<file path="config.mk">
export PLATFORM = sky130hd
export DESIGN_NAME = pattern_misr_harness_flat
export DESIGN_NICKNAME = d
export VERILOG_FILES = /design/src/rtl/pattern_misr_harness_pkg.sv /design/src/rtl/pattern_misr_harness_if.sv /design/src/rtl/pattern_misr_harness_pattern_gen.sv /design/src/rtl/pattern_misr_harness.sv /design/src/flat_wrapper.sv
export SDC_FILE = /design/constraint.sdc
export NUM_CORES = 1
export LEC_CHECK = 0
export ABC_AREA = 1
export CAP_MARGIN = 10
export CELL_PAD_IN_SITES_DETAIL_PLACEMENT = 0
export CELL_PAD_IN_SITES_GLOBAL_PLACEMENT = 2
export CORE_MARGIN = 2
export CORE_UTILIZATION = 28
export CTS_BUF_LIST = sky130_fd_sc_hd__clkbuf_8 sky130_fd_sc_hd__clkbuf_16
export CTS_CLUSTER_SIZE = 10
export DETAILED_ROUTE_END_ITERATION = 6
export GPL_ROUTABILITY_DRIVEN = 1
export PLACE_DENSITY_LB_ADDON = 0.1
export RECOVER_POWER = 50
export SLEW_MARGIN = 0
export SYNTH_ARGS = -nofsm -noshare
export SYNTH_HDL_FRONTEND = slang
export SYNTH_SLANG_ARGS = --single-unit
</file>
<file path="constraint.sdc">
create_clock -name clk -period 1.9 [get_ports clk]
set_input_delay 0.38 -clock clk [delete_from_list [all_inputs] [get_ports clk]]
set_output_delay 0.38 -clock clk [all_outputs]
set_load 0.005 [all_outputs]
</file>
<file path="src/rtl/pattern_misr_harness_pkg.sv">
// -----------------------------------------------------------------------------
// pattern_misr_harness_pkg
// Shared definitions for the pattern/MISR test harness:
//   - state_e    : harness FSM states (IDLE, RUN, DONE)
//   - MISR_POLY  : feedback polynomial of the 16-bit signature register
//   - LFSR_TAPS  : tap mask of the 4-bit maximal-length pattern LFSR
//                  (taps on bits 3 and 2, period 15, never emits 0)
// -----------------------------------------------------------------------------
package pattern_misr_harness_pkg;

    typedef enum logic [1:0] {
        ST_IDLE = 2'd0,
        ST_RUN  = 2'd1,
        ST_DONE = 2'd2
    } state_e;

    localparam logic [15:0] MISR_POLY = 16'h1021;
    localparam logic [3:0]  LFSR_TAPS = 4'b1100;

endpackage

</file>
<file path="src/rtl/pattern_misr_harness_if.sv">
// -----------------------------------------------------------------------------
// pattern_misr_harness_if
// Groups the control, pattern and result signals of the harness.
//   master : the environment (drives start/num_patterns/seed/resp_in)
//   slave  : the harness (drives pat_out/busy/done/signature/pat_count)
// Signals:
//   start        - begin a run (only honoured while idle)
//   num_patterns - patterns per run, captured at start
//   seed         - first pattern, captured at start
//   pat_out      - registered pattern applied to the circuit under test
//   resp_in      - circuit response to the current pat_out
//   busy         - high while compacting
//   done         - one-cycle end-of-run pulse
//   signature    - MISR state, stable outside a run
//   pat_count    - patterns compacted in the current or last run
// -----------------------------------------------------------------------------
interface pattern_misr_harness_if #(
    parameter int PAT_W  = 4,
    parameter int RESP_W = 6,
    parameter int SIG_W  = 16,
    parameter int CNT_W  = 8
);
    logic              start;
    logic [CNT_W-1:0]  num_patterns;
    logic [PAT_W-1:0]  seed;
    logic [PAT_W-1:0]  pat_out;
    logic [RESP_W-1:0] resp_in;
    logic              busy;
    logic              done;
    logic [SIG_W-1:0]  signature;
    logic [CNT_W-1:0]  pat_count;

    modport master (
        output start, num_patterns, seed, resp_in,
        input  pat_out, busy, done, signature, pat_count
    );

    modport slave (
        input  start, num_patterns, seed, resp_in,
        output pat_out, busy, done, signature, pat_count
    );
endinterface

</file>
<file path="src/rtl/pattern_misr_harness_pattern_gen.sv">
// -----------------------------------------------------------------------------
// pattern_gen
// Pattern register feeding the circuit under test.
// Configuration macro: HARNESS_EXHAUSTIVE_EN
//   undefined : Fibonacci LFSR, next = {p[2:0], p[3]^p[2]}; a zero seed is
//               replaced by 1 because 0 is the LFSR's lock-up state.
//   defined   : binary up-counter modulo 2^PAT_W starting at seed (0 allowed),
//               so every input combination is applied.
// Ports:
//   clk, rst_n  - clock, asynchronous active-low reset (pattern -> 0)
//   load_i      - load the (sanitised) seed
//   advance_i   - step to the next pattern
//   seed_i      - seed value
//   pat_o       - current pattern
// -----------------------------------------------------------------------------
module pattern_gen
    import pattern_misr_harness_pkg::*;
#(
    parameter int PAT_W = 4
) (
    input  logic             clk,
    input  logic             rst_n,
    input  logic             load_i,
    input  logic             advance_i,
    input  logic [PAT_W-1:0] seed_i,
    output logic [PAT_W-1:0] pat_o
);

    logic [PAT_W-1:0] pat_q, pat_d;
    logic [PAT_W-1:0] next_pat;
    logic [PAT_W-1:0] seed_fix;

`ifdef HARNESS_EXHAUSTIVE_EN
    assign next_pat = pat_q + PAT_W'(1);
    assign seed_fix = seed_i;
`else
    localparam logic [PAT_W-1:0] TAPS = PAT_W'(LFSR_TAPS);

    assign next_pat = {pat_q[PAT_W-2:0], ^(pat_q & TAPS)};
    assign seed_fix = (seed_i == '0) ? PAT_W'(1) : seed_i;
`endif

    // NOTE: every output of a combinational block gets a default first, so no
    // path through it can leave a value unassigned and infer a latch.
    always_comb begin
        pat_d = pat_q;
        if (load_i) begin
            pat_d = seed_fix;
        end else if (advance_i) begin
            pat_d = next_pat;
        end
    end

    // NOTE: clocked state uses non-blocking assignments so every register
    // samples pre-edge values regardless of process ordering.
    always_ff @(posedge clk or negedge rst_n) begin
        if (!rst_n) begin
            pat_q <= '0;
        end else begin
            pat_q <= pat_d;
        end
    end

    assign pat_o = pat_q;

endmodule

</file>
<file path="src/rtl/pattern_misr_harness.sv">
// -----------------------------------------------------------------------------
// pattern_misr_harness
// Applies a run of test patterns to a combinational circuit and compacts its
// responses into a MISR signature.
// Configuration macro: HARNESS_EXHAUSTIVE_EN (pattern source, see pattern_gen).
// Ports:
//   clk   - single clock, rising edge
//   rst_n - asynchronous active-low reset; aborts any run without a done
//   bus   - pattern_misr_harness_if.slave (start, num_patterns, seed, resp_in
//           in; pat_out, busy, done, signature, pat_count out)
// Operation:
//   IDLE : start with num_patterns != 0 captures the count, loads the seed and
//          clears the signature/count, then RUN; num_patterns == 0 clears and
//          goes straight to DONE.
//   RUN  : one compaction per cycle; leaves after the captured count.
//   DONE : one-cycle done pulse, back to IDLE.
// -----------------------------------------------------------------------------
module pattern_misr_harness
    import pattern_misr_harness_pkg::*;
#(
    parameter int PAT_W  = 4,
    parameter int RESP_W = 6,
    parameter int SIG_W  = 16,
    parameter int CNT_W  = 8
) (
    input  logic                    clk,
    input  logic                    rst_n,
    pattern_misr_harness_if.slave   bus
);

    localparam logic [SIG_W-1:0] POLY = SIG_W'(MISR_POLY);

    state_e           state_q, state_d;
    logic [SIG_W-1:0] sig_q, sig_d;
    logic [CNT_W-1:0] cnt_q, cnt_d;
    logic [CNT_W-1:0] num_q, num_d;
    logic             pat_load;
    logic             pat_advance;
    logic [SIG_W-1:0] sig_next;

    // Shift with polynomial feedback from the MSB, then fold in the response.
    assign sig_next = {sig_q[SIG_W-2:0], 1'b0}
                    ^ (sig_q[SIG_W-1] ? POLY : '0)
                    ^ SIG_W'(bus.resp_in);

    pattern_gen #(
        .PAT_W (PAT_W)
    ) u_pattern_gen (
        .clk       (clk),
        .rst_n     (rst_n),
        .load_i    (pat_load),
        .advance_i (pat_advance),
        .seed_i    (bus.seed),
        .pat_o     (bus.pat_out)
    );

    always_comb begin
        state_d     = state_q;
        sig_d       = sig_q;
        cnt_d       = cnt_q;
        num_d       = num_q;
        pat_load    = 1'b0;
        pat_advance = 1'b0;

        case (state_q)
            ST_IDLE: begin
                if (bus.start) begin
                    sig_d = '0;
                    cnt_d = '0;
                    if (bus.num_patterns != '0) begin
                        num_d    = bus.num_patterns;
                        pat_load = 1'b1;
                        state_d  = ST_RUN;
                    end else begin
                        state_d  = ST_DONE;
                    end
                end
            end

            ST_RUN: begin
                sig_d       = sig_next;
                cnt_d       = cnt_q + CNT_W'(1);
                pat_advance = 1'b1;
                // Compare the incremented count so the last compaction and
                // the exit happen in the same cycle.
                if (cnt_d == num_q) begin
                    state_d = ST_DONE;
                end
            end

            ST_DONE: begin
                state_d = ST_IDLE;
            end

            default: begin
                state_d = ST_IDLE;
            end
        endcase
    end

    always_ff @(posedge clk or negedge rst_n) begin
        if (!rst_n) begin
            state_q <= ST_IDLE;
            sig_q   <= '0;
            cnt_q   <= '0;
            num_q   <= '0;
        end else begin
            state_q <= state_d;
            sig_q   <= sig_d;
            cnt_q   <= cnt_d;
            num_q   <= num_d;
        end
    end

    // Status is decoded from the state register only, so reset clears it
    // immediately and an aborted run can never pulse done.
    assign bus.busy      = (state_q == ST_RUN);
    assign bus.done      = (state_q == ST_DONE);
    assign bus.signature = sig_q;
    assign bus.pat_count = cnt_q;

endmodule

</file>
<file path="src/flat_wrapper.sv">
// flat-port wrapper written by rule: the top's interface ports become plain ports
module pattern_misr_harness_flat import pattern_misr_harness_pkg::*;
#(
    parameter int PAT_W  = 4,
    parameter int RESP_W = 6,
    parameter int SIG_W  = 16,
    parameter int CNT_W  = 8
)
  (clk, rst_n, bus_start, bus_num_patterns, bus_seed, bus_resp_in, bus_pat_out, bus_busy, bus_done, bus_signature, bus_pat_count);
  pattern_misr_harness_if #(.PAT_W(PAT_W), .RESP_W(RESP_W), .SIG_W(SIG_W), .CNT_W(CNT_W)) bus_i ();
  input  logic clk;
  input  logic rst_n;
  input wire logic [$bits(bus_i.start)-1:0] bus_start;
  input wire logic [$bits(bus_i.num_patterns)-1:0] bus_num_patterns;
  input wire logic [$bits(bus_i.seed)-1:0] bus_seed;
  input wire logic [$bits(bus_i.resp_in)-1:0] bus_resp_in;
  output wire logic [$bits(bus_i.pat_out)-1:0] bus_pat_out;
  output wire logic [$bits(bus_i.busy)-1:0] bus_busy;
  output wire logic [$bits(bus_i.done)-1:0] bus_done;
  output wire logic [$bits(bus_i.signature)-1:0] bus_signature;
  output wire logic [$bits(bus_i.pat_count)-1:0] bus_pat_count;
  assign bus_i.start = bus_start;
  assign bus_i.num_patterns = bus_num_patterns;
  assign bus_i.seed = bus_seed;
  assign bus_i.resp_in = bus_resp_in;
  assign bus_pat_out = bus_i.pat_out;
  assign bus_busy = bus_i.busy;
  assign bus_done = bus_i.done;
  assign bus_signature = bus_i.signature;
  assign bus_pat_count = bus_i.pat_count;
  pattern_misr_harness #(.PAT_W(PAT_W), .RESP_W(RESP_W), .SIG_W(SIG_W), .CNT_W(CNT_W)) u_core (.clk(clk), .rst_n(rst_n), .bus(bus_i));
endmodule
</file>
# --- Word level (Yosys, flattened, before mapping) ---
# Index checks and enable logic that the tools add are counted.
# W data, S select, Z words.
word_totals:
  elab_cells: 38
  ff_bits: 38
  in_bits: 21
op_classes:
  bitwise_logic: 2
  n_mux: 16
  n_addsub: 1
  reduce_logical: 9
  eq_ne: 5
op_table:
  columns: ["op", "count"]
  rows:
  - ["$pmux W16 S2", 1]
  - ["$mux W16", 1]
  - ["$pmux W8 S2", 1]
  - ["$xor A16 B16 Y16", 1]
  - ["$xor A16 B6 Y16", 1]
  - ["$mux W13", 1]
  - ["$mux W4", 3]
  - ["$add A8 B1 Y8 const B", 1]
  - ["$eq A8 B8 Y1", 1]
  - ["$mux W8", 1]
  - ["$reduce_bool A8 Y1", 1]
  - ["$mux W2", 3]
  - ["$logic_not A4 Y1", 1]
  - ["$mux W1", 4]
  - ["$pmux W2 S2", 1]
  - ["$reduce_and A2 Y1", 2]
  - ["$reduce_bool A2 Y1", 2]
  - ["$reduce_xor A4 Y1", 1]
  - ["$reduce_and A3 Y1", 1]
  - ["$eq A2 B1 Y1 const B", 1]
  - ["$eq A2 B2 Y1 const B", 1]
  - ["$logic_not A2 Y1", 1]
  - ["$ne A2 B1 Y1 const B", 1]
  - ["$ne A2 B2 Y1 const B", 1]

# --- Depth between registers and ports, before layout ---
depth:
  depth_word: 5
  depth_mapped: 12
  depth_no_buf: 12

# --- Modules after synthesis ---
# Synthesis repeated with hierarchy kept, for this count alone.
hier_totals:
  hier_cells: 234
  hier_area_um2: 1926.8
modules_own_cells:
  columns: ["module", "area_per_inst_um2", "seq_area_each_um2", "instances", "cells_per_inst"]
  rows:
  - ["pattern_misr_harness", 1709.1, 850.8, 1, 204]
  - ["pattern_gen", 217.7, 100.1, 1, 30]

# --- Least setup slack after synthesis ---
# OpenSTA, ideal clock, no wires.
synth_timing:
  path_type: "register -> register"
  startpoint: "reg u_core.cnt_q[0] (netlist: u_core.bus.pat_count[0])"
  endpoint: "reg u_core.state_q[0]"
  t_arrival_ns: 1.370
  required_ns: 1.779
  setup_slack_ns: 0.409
  setup_time_ns: 0.121
  synth_period_minus_slack_ns: 1.491
  path_buffers: 0
  path_stages_with_launch: 10
  path_cell_list: "dfrtp_1 ha_1 xnor2_1 nand2_1 nor2_1 nand2_1 nor2_2 nand3_2 nand2_1 nand2_1"
synth_via:
  elab_chain_len: 4
synth_lines:
  columns: ["item", "line_no", "text"]
  rows:
  - ["start: declaration", "pattern_misr_harness.sv:35", "logic [CNT_W-1:0] cnt_q, cnt_d;"]
  - ["start signal: assignment", "pattern_misr_harness.sv:110", "cnt_q <= cnt_d;"]
  - ["$add A8 B1 Y8", "pattern_misr_harness.sv:82", "cnt_d = cnt_q + CNT_W'(1);"]
  - ["$eq A8 B8 Y1", "pattern_misr_harness.sv:86", "if (cnt_d == num_q) begin"]
  - ["$ne A2 B1 Y1 (no source line)", null, null]
  - ["$reduce_and A2 Y1 (no source line)", null, null]
  - ["end signal: assignment", "pattern_misr_harness.sv:108", "state_q <= state_d;"]
  - ["end: declaration", "pattern_misr_harness.sv:33", "state_e state_q, state_d;"]
# Every way passes these cells.
# A chain may end at the register's enable or synchronous reset.

# --- Final worst setup path ---
layout_timing:
  startpoint: "in bus_num_patterns[7]"
  endpoint: "reg u_core.num_q[5]"
layout_via:
  elab_chain_len: 2
layout_lines:
  columns: ["item", "line_no", "text"]
  rows:
  - ["start: declaration", "flat_wrapper.sv:14", "input wire logic [$bits(bus_i.num_patterns)-1:0] bus_num_patterns;"]
  - ["$reduce_bool A8 Y1", "pattern_misr_harness.sv:70", "if (bus.num_patterns != '0) begin"]
  - ["$reduce_and A3 Y1 (no source line)", null, null]
  - ["end signal: assignment", "pattern_misr_harness.sv:111", "num_q <= num_d;"]
  - ["end: declaration", "pattern_misr_harness.sv:36", "logic [CNT_W-1:0] num_q, num_d;"]
# Every way passes these cells.

==> flow_metrics.py <==
metrics = {
    "timing": {
        "timing.setup.tns_ps": 0,
        "fmax_mhz": 581,
        "whs_ps": 228,
        "worst_slew_pin_slew_ps": 1010,
        "period_needed_ps": 1720,
        "rsz0062_at_grt": "false",
        "setup_viol": 0,
        "skew_ps": 7.80,
        "slew_headroom_pct": 32.9,
        "drv_slew": 0,
        "period_share_pct": 90.6,
        "final_hold_viol_count": 0,
    },
    "worst_hold_path": {
        "hold_path.class": "input port to async pin",
    },
    "synthesis": {
        "synth_area_um2": 1920,
        "synth-seq-cells": 38,
        "ys_seq_area_share_pct": 49.4,
        "synth.distinct_cells": 28,
        "synth_ff_type": "dfrtp_1",
        "syn-mean-instance-area_um2": 8.44,
        "synth.area.top_cells": "dfrtp_1 (49%), nand2_1 (9.4%), nand3_1 (6.2%), inv_1 (5.5%), o21ai_0 (4.2%)",
        "syn_inst": 228,
        "yosys_warnings": 0,
        "yosysMostFrequentCell": "nand2_1",
        "async_flop_share_pct": 100,
        "yosys-top-cells-count": "nand2_1 (48), dfrtp_1 (38), inv_1 (28), nand3_1 (24), o21ai_0 (16)",
        "syn-num-nets": 250,
        "synth-edff-count": 0,
        "yosys.area.top_type": "dfrtp_1",
        "synth_top_area_share_pct": 49.4,
    },
    "finish": {
        "drive_gt1_share_pct": 12.0,
        "antennaDiodeCount": 0,
        "instances_no_fill": 371,
        "fin_nets": 312,
        "stdcell_area_um2": 2690,
        "regArea_um2": 951,
        "nFillCells": 691,
        "syn_to_final_growth_pct": 39.9,
        "multi_input_area_um2": 822,
    },
    "setup_path": {
        "slowest_stage": "dlygate4sd3_1",
        "crit_chain": "dlygate4sd3_1, nor2_1, nand2_1, nor2_1, nor3_1, clkbuf_1, nand2_1, o21ai_0",
        "cp-end-kind": "register",
        "critPathMaxFanout": 7,
        "cp_top_family": "buffers and inverters",
        "worstPathArrival_ps": 1930,
        "critPathKind": "input port to register",
        "slowest_delay_ps": 560,
        "cp_num_buf_inv": 2,
        "required_ps": 2110,
        "critPathLaunchType": "input port",
        "ff2ff_setup_slack_ps": 200,
    },
    "floorplan": {
        "die_h_um": 86.9,
        "coreArea_um2": 6720,
        "die_w_um": 86.9,
        "dieArea_um2": 7550,
        "io_pins": 51,
        "row_count": 30,
        "initial_core_util_pct": 28.6,
    },
    "placed_design": {
        "gp_congestion": 0.745,
        "io_buffers": 50,
        "dp_hpwl_mm": 3.57,
        "dp.cells": 363,
        "placed_area_um2": 2600,
    },
    "detailed_routing": {
        "avgViaCountPerCell": 4.60,
        "dr.pass1.iters": 4,
        "wl_per_cell_um": 13.0,
        "drc": 0,
        "drt_iter0_drc": 50,
        "vias": 1707,
        "wl_mm": 4.84,
        "ant_nets": 0,
    },
    "clocking": {
        "cts_tree": "done",
        "clkSinkCount": 38,
        "cts_resized": 0,
        "post_cts_buffers": 0,
        "root_buffer": "clkbuf_8",
        "insertion_delay_ps": 290,
        "htree_levels": 2,
        "cts_hold_buffers": 0,
        "clk_pin_slew_ps": 80,
        "cts_buffer_depth": 2,
        "cts_buffers": 5,
    },
    "global_route": {
        "grt_pass1_vias": 1684,
        "grt_max_degree": 28,
        "overflow": 0,
        "grt.total_usage_pct": 14.4,
        "grt_pass1_wl_mm": 8.37,
        "antenna_found_initial": 0,
    },
    "run": {
        "maxCapViolCount": 0,
    },
    "pwr": {
        "p_leak_nw": 1.17,
        "peakVddDrop_uv": 671,
        "powerDensity_nw_per_um2": 1480,
        "power.total_mw": 4.00,
    },
    "outcome": {
        "status": "complete, no violations",
    },
}
-- flip-flops by register name (all words and copies together) (netlist names) --
name and flops:
u_core.bus.signature 16, u_core.num_q 8, u_core.bus.pat_count 8, u_core.u_pattern_gen.pat_o 4, u_core.state_q 2
-- worst reg2reg max path: cells and delay by family, from the launching register on --
family / cells / cell delay (ps)
buffers and inverters: 3 / 760
flip-flops: 1 / 410
AND/OR/NAND/NOR: 2 / 240
AO/OA/AOI/OAI: 1 / 160
-- layout make-up --
| cell class | instances | area share, % |
|---|---|---|
| flip-flops and latches | 38 | 35.3 |
| clock buffers | 6 | 3.07 |
| well taps | 80 | 3.72 |
| repair buffers | 61 | 20.8 |
| multi-input cells | 153 | 30.5 |
| inverters | 31 | 4.32 |
| clock inverters | 2 | 2.23 |
-- report_power, final --
group	leakage (nW)	internal, mW	total (mW)	switching, mW
Clock	0.0714	0.560	0.858	0.298
Sequential	0.493	1.12	1.38	0.264
Combinational	0.602	0.878	1.76	0.879
Total	1.17	2.56	4.00	1.44
-- layout by cell type, fill, tap and decap left out, types with 4 or more instances in the layout --
cell type,instances
clkdlybuf4s50_1,48
o22ai_1,12
xnor2_1,8
nand2_2,4
o21ai_0,16
clkbuf_1,4
nor2_2,5
o21ai_1,6
clkbuf_8,6
inv_1,28
nand3_1,24
nor2_1,9
nand2_1,48
buf_4,6
dfrtp_1,38
-- path summary, 6_finish.rpt --
path                                     start                      end  cells past startpoint
max reg2reg                  u_core.state_q[1]  u_core.bus.pat_count[5]                      6
min in group clk               u_core.num_q[1]          u_core.num_q[1]                      2
min                                      rst_n  u_core.bus.signature[1]                      1
max                        bus_num_patterns[7]          u_core.num_q[5]                      8
min reg2reg                    u_core.num_q[1]          u_core.num_q[1]                      2
max in group asynchronous                rst_n          u_core.num_q[7]                      2
-- routing by layer --
layer,share of wire (%),vias to the layer above,GRT usage [%]
li1,-,866,-
met1,51,796,20.9
met2,45,39,21.4
met4,1.3,0,4.26
met3,3.4,6,3.22
met5,0,-,0
-- metrics by stage --
| stage | utilization, % | worst slack (ps) |
|---|---|---|
| global route | 40.1 | 0.377 |
| floorplan | - | 409 |
| global placement | 38.7 | 10.7 |
| finish | 40.1 | 178 |
| CTS | 40.8 | 145 |
| detailed placement | 38.7 | 24.4 |
-- cells by family after synthesis --
| logic type | count (synthesis) | share of synthesized area (%) |
|---|---|---|
| buf+inv | 37 | 7.61 |
| fa+ha+maj | 1 | 0.650 |
| xor+xnor | 11 | 5.01 |
| simple gates | 100 | 25.0 |
| compound gates | 41 | 12.3 |
| flops | 38 | 49.4 |
No activity file was read; power rests on OpenSTA's default activity.
